$ cat src/rtl/d_latch_sync_pkg.sv
// Shared definitions for the flop-based D latch.
//   DefWidth / DefCntW  : default data and open-window counter widths
//   window_opens()      : detects an enable 0->1 transition against the
//                         registered copy of enable
package d_latch_sync_pkg;

    localparam int unsigned DefWidth = 1;
    localparam int unsigned DefCntW  = 8;

    // A window opens on the first edge where enable is high after an edge
    // where it was low (or after reset, which clears the registered copy).
    function automatic logic window_opens(input logic en, input logic en_prev);
        return en & ~en_prev;
    endfunction

endpackage

$ cat src/rtl/d_latch_sync.sv
// Clock-domain-safe D latch built from edge-triggered flops only.
// While enable is high, q follows d combinationally; while enable is low,
// q shows the value captured on the last rising clk edge with enable high.
// Ports:
//   clk          in   1       system clock, all state updates on rising edge
//   reset        in   1       synchronous, active-high reset
//   d            in   WIDTH   data input
//   enable       in   1       latch gate: 1 = transparent, 0 = hold
//   q            out  WIDTH   latch output
//   transparent  out  1       1 while q is following d
//   open_cnt     out  CNT_W   enable 0->1 transitions seen since reset,
//                             saturating at all-ones
module d_latch_sync
    import d_latch_sync_pkg::*;
#(
    parameter int unsigned WIDTH = DefWidth,
    parameter int unsigned CNT_W = DefCntW
) (
    input  logic             clk,
    input  logic             reset,
    input  logic [WIDTH-1:0] d,
    input  logic             enable,
    output logic [WIDTH-1:0] q,
    output logic             transparent,
    output logic [CNT_W-1:0] open_cnt
);

    localparam logic [CNT_W-1:0] CntMax = {CNT_W{1'b1}};

    logic [WIDTH-1:0] hold_d, hold_q;
    logic             en_d, en_q;
    logic [CNT_W-1:0] cnt_d, cnt_q;

    always_comb begin
        hold_d = hold_q;
        en_d   = enable;
        cnt_d  = cnt_q;
        if (enable) begin
            hold_d = d;
        end
        if (window_opens(enable, en_q) && (cnt_q != CntMax)) begin
            cnt_d = cnt_q + 1'b1;
        end
    end

    always_ff @(posedge clk) begin
        if (reset) begin
            hold_q <= '0;
            en_q   <= 1'b0;
            cnt_q  <= '0;
        end else begin
            hold_q <= hold_d;
            en_q   <= en_d;
            cnt_q  <= cnt_d;
        end
    end

    // Reset overrides the output immediately, not only at the next edge.
    assign q           = reset ? '0 : (enable ? d : hold_q);
    assign transparent = enable & ~reset;
    assign open_cnt    = cnt_q;

endmodule

$ cat config.mk
export PLATFORM = sky130hd
export DESIGN_NAME = d_latch_sync
export DESIGN_NICKNAME = d
export VERILOG_FILES = /design/src/rtl/d_latch_sync_pkg.sv /design/src/rtl/d_latch_sync.sv
export SDC_FILE = /design/constraint.sdc
export NUM_CORES = 1
export LEC_CHECK = 0
export ABC_AREA = 0
export CORE_AREA = 2 2 39 41
export DETAILED_ROUTE_END_ITERATION = 10
export DIE_AREA = 0 0 41 43
export PLACE_DENSITY = 0.73
export SETUP_SLACK_MARGIN = 0.05
export SLEW_MARGIN = 10
export SYNTH_ARGS = -nofsm -noshare
export SYNTH_HDL_FRONTEND = slang
export SYNTH_SLANG_ARGS = --single-unit
$ cat constraint.sdc
create_clock -name clk -period 1.6 [get_ports clk]
set_input_delay 0.32 -clock clk [delete_from_list [all_inputs] [get_ports clk]]
set_output_delay 0.32 -clock clk [all_outputs]
set_load 0.05 [all_outputs]
Word level (Yosys, flattened, before mapping):

Index checks and enable logic that the tools add are counted.

* register bits: 10
* bits in writable memories: 0
* memory bits (read-only): 0
* bits in latches: 0
* memories kept: 0
* input bits: 4
* output and inout port bits: 10
* logic and storage cells: 12

* magnitude comparators: 0
* reduce and logical (&&, ||, !) cells: 1
* multipliers: 0
* mux-type cells: 2
* shifts and indexed selects: 0
* equal/unequal tests: 1
* bitwise logic cells: 4
* div/mod/pow operators: 0
* add/sub/neg operators: 1

Operators by type and width (count)
* $add A8 B1 Y8 const B: 1
* $ne A8 B8 Y1 const B: 1
* $and A1 B1 Y1: 2
* $mux W1: 2
* $not A1 Y1: 2
* $logic_and A1 B1 Y1: 1

Logic depth before layout (Yosys ltp):

Gate-level depths: netlist (run 1).

* depth in word-level cells: 3
* gate-level depth with buffers: 5
* gate-level depth less buffers: 5

Worst setup path after synthesis (run 1):

No wires, ideal clock.

* kind: register to register
* start point: register cnt_q[0], in the netlist open_cnt[0]
* end point: register cnt_q[1], in the netlist open_cnt[1]
* path buffers: 0
* slack: -124 ps
* setup time: 128 ps
* arrival time: 1596 ps
* clock period less this slack: 1724 ps
* cell stages (with the launch flop): 6
* required time: 1472 ps
* cells stage by stage: dfxtp_1 > ha_1 > nand3_1 > o21ai_0 > mux2i_1 > nor2_1

* word-level cells in the longest chain between the ends: 2
* elaborated cells between the ends (all ways): 3
* those cells by class: add/sub (1); eq/ne (1); reduce/logical (1)

RTL lines
* start: declaration: line d_latch_sync.sv:32 `logic [CNT_W-1:0] cnt_d, cnt_q;`
* start signal: assignment: line d_latch_sync.sv:54 `cnt_q <= cnt_d;`
* parallel branches: the longest is 2 deep, another holds $add A8 B1 Y8

Parallel ways; which one is timed is not known.
A chain may end at the register's enable or synchronous reset.

Worst setup path after layout (run 1):

* start point: input port reset
* end point: output port q

* word-level cells in the longest chain between the ends: 1

RTL lines
* start: declaration: line d_latch_sync.sv:20 `input logic reset,`
* $mux W1
* end: declaration: line d_latch_sync.sv:23 `output logic [WIDTH-1:0] q,`

No other way between the ends.

==> results of run 1 <==
[cell usage in the layout, fill, tap and decap left out, types with 2 or more instances in the layout]
master and n:
a211oi_1 2, xor2_1 2, buf_4 9, dfxtp_2 5
nor3_1 2, clkdlybuf4s50_1 2, and3_1 2, nor2_1 4
a21oi_1 4, clkbuf_4 3, nand2_1 2, mux2i_1 2
dfxtp_1 5, buf_12 5, o21ai_0 2
[synthesized netlist by cell type, types with 2 or more instances]
| master | number | area share |
|---|---|---|
| a211oi_1 | 2 | 0.033 |
| a21oi_1 | 4 | 0.044 |
| and3_1 | 2 | 0.028 |
| dfxtp_1 | 10 | 0.44 |
| mux2i_1 | 2 | 0.044 |
| nand2_1 | 2 | 0.017 |
| nor2_1 | 5 | 0.041 |
| nor2b_1 | 2 | 0.028 |
| nor3_1 | 2 | 0.022 |
| o21ai_0 | 2 | 0.022 |
| xor2_1 | 2 | 0.039 |
[state kept, by name (all words and copies together), names as in the netlist]
| name | cells |
|---|---|
| en_q | 1 |
| hold_q | 1 |
| open_cnt | 8 |
[power by group]
part	leakage (uW)	internal [uW]	switching, uW	total [uW]
clock	0.0000210	139	97.4	236
combinational	0.000194	36.3	47.9	84.2
sequential	0.0000837	258	5.87	263
[logic make-up (layout without fill, tap and decap cells)]
group	count (synthesis)	count (layout)	synth area share
AOI/OAI and AO/OA	11	11	0.149
xor gates and xnor gates	2	2	0.0387
adders and majority gates	1	1	0.0276
buffers and inverters	2	22	0.0166
DFF	10	10	0.442
muxes	2	2	0.0442
and+or+nand+nor	21	21	0.282
[final cells by class]
class	instances	share of cell area
clock buffers	4	0.0509
well taps	16	0.0281
multi-input cells	37	0.351
flip-flops and latches	10	0.289
inverters	1	0.00526
repair buffers	17	0.275
[metrics by stage]
step / TNS, ns / instances / hold slack [ns] / setup slack [ns]
4_1_cts: 0 / 85 / 0.495 / 0.0640
3_5_place_dp: -0.242 / 81 / 0.514 / -0.146
5_1_grt: 0 / 85 / 0.518 / 0.0703
6_report: 0 / 85 / 0.499 / 0.100
3_3_place_gp: -0.153 / 81 / 0.504 / -0.0968
2_1_floorplan: 0 / 49 / 0.392 / 0.0332
[worst paths after layout]
| path | slack, ns | endpoint |
|---|---|---|
| worst max-delay path | 0.10 | q |
| worst min register to register | 0.53 | open_cnt[1]$_SDFFE_PP0P_ |
| worst max register to register | 0.16 | open_cnt[5]$_SDFFE_PP0P_ |
| worst min-delay path | 0.50 | en_q$_SDFF_PP0_ |
[worst register-to-register path, stage by stage, from the launching register on]
cell	delay (ns)
dfxtp_2	0.34
ha_1	0.23
nand3_1	0.11
nor2_1	0.07
or4_1	0.47
a21oi_1	0.15
[layer usage]
metal	wire length (um)	GRT usage
met1	401	0.137
met2	499	0.209
met3	77	0.0471
met4	35	0.120
met5	0	0
[repair_timing]
item                                    in CTS  in global routing
buffers inserted                             0                  0
endpoints found under the setup margin       2                  1
gates resized for setup                      2                  1
==> reports/metrics.yaml, run 1 <==
routing:
  wl_per_cell_um: 11.9
  drc: 0
  ant_nets: 0
  drt_iter0_markers: 12
  via_count: 443
  wl_um: 1010
  first_pass_iters: 4
  routed_via_density: 5.21
synth:
  async_reset_ff_frac: 0
  yosysSeqAreaShare: 0.442
  synth_cell_type_count: 25
  syn_inst: 49
  avgSynthCellArea_um2: 9.24
  syn_area_um2: 453
  syn_nets: 54
  ys_seq_elements: 10
  synth_edf_count: 0
  yosysWarnings: 0
  yosys_most_used_dff: "dfxtp_1"
die:
  start_util: 0.327
  die_h_um: 43
  dieArea_um2: 1760
  die_x_um: 41
  core_area_um2: 1380
  pin_count: 14
  num_rows: 14
cells_and_area:
  fin_nets: 75
  n_antenna_cell: 0
  fill_cells: 128
  post-route-util: 0.515
  design_area_um2: 713
  multi_input_area_um2: 250
  area_delta_synth_final_pct: 57.5
  register_area_um2: 206
  drive_gt1_frac: 0.406
worst_setup_path:
  cp_top_family: "buffers and inverters"
  worst-path-max-fanout: 4
  crit_arrival_ns: 1.18
  crit_required_ns: 1.28
  critPathLaunch: "reset"
  cp_num_cells: 3
  crit_chain: "clkdlybuf4s50_1, nor2_2, buf_12"
  cp_num_buf_inv: 2
  critPathLaunchType: "input port"
  worst_path_max_delay_cell: "clkdlybuf4s50_1"
  r2r-start: "open_cnt[0]$_SDFFE_PP0P_"
  critical_path.max_stage_delay_ns: 0.49
  ff2ff_path_depth: 5
  path_class: "input port to primary output"
  end_kind: "primary output"
sta:
  hold_viol: 0
  rsz0062_at_grt: "no"
  tightest_slew_ns: 0.392
  finalCritPeriodShare: 0.937
  final-setup-viol-count: 0
  fmax_ghz: 0.667
  skew_ns: 0.000528
  max_slew_margin: 0.736
  slew_viol_final: 0
  fin_crit_ns: 1.50
hold_path:
  hold_depth: 2
  hold_class: "input port to flip-flop"
  min-delay-start: "enable"
run_status:
  outcome: "finished clean"
placement:
  gp_congestion: 0.736
  dpl_cell_area_um2: 673
  io_buffers: 13
  dpl.hpwl_um: 721
power_and_ir_drop:
  peakVddDrop_mv: 0.440
  power_density_nw_per_um2: 818
  p_leak_uw: 0.000298
  total_power_uw: 584
clock_network:
  postCtsHoldBufs: 0
  cts-root-buf: "clkbuf_4"
  clk_latency_ns: 0.27
  numCtsBuffers: 3
  htreeDepth: 1
  clock_sinks: 10
  cts_tree: "yes"
  cts.clk_slew.worst_paths_ns: 0.07
  clockBufferDepth: 2
flow_run:
  drv_cap: 0
global_route:
  grt_pass1_vias: 402
  groute.usage.overall: 0.137
  grt_max_degree: 8
  grt.overflow.total: 0
  antenna_found_initial: 0
  grt_pass1_wl_um: 1560
Note: power is estimated with default switching activity, not from simulation.
==> run 2, diff against run 1 <==
- CTS_CLUSTER_DIAMETER: default -> 50
==> results of run 2 <==
No change in the layout: final DEF, timing and power equal those of run 1.
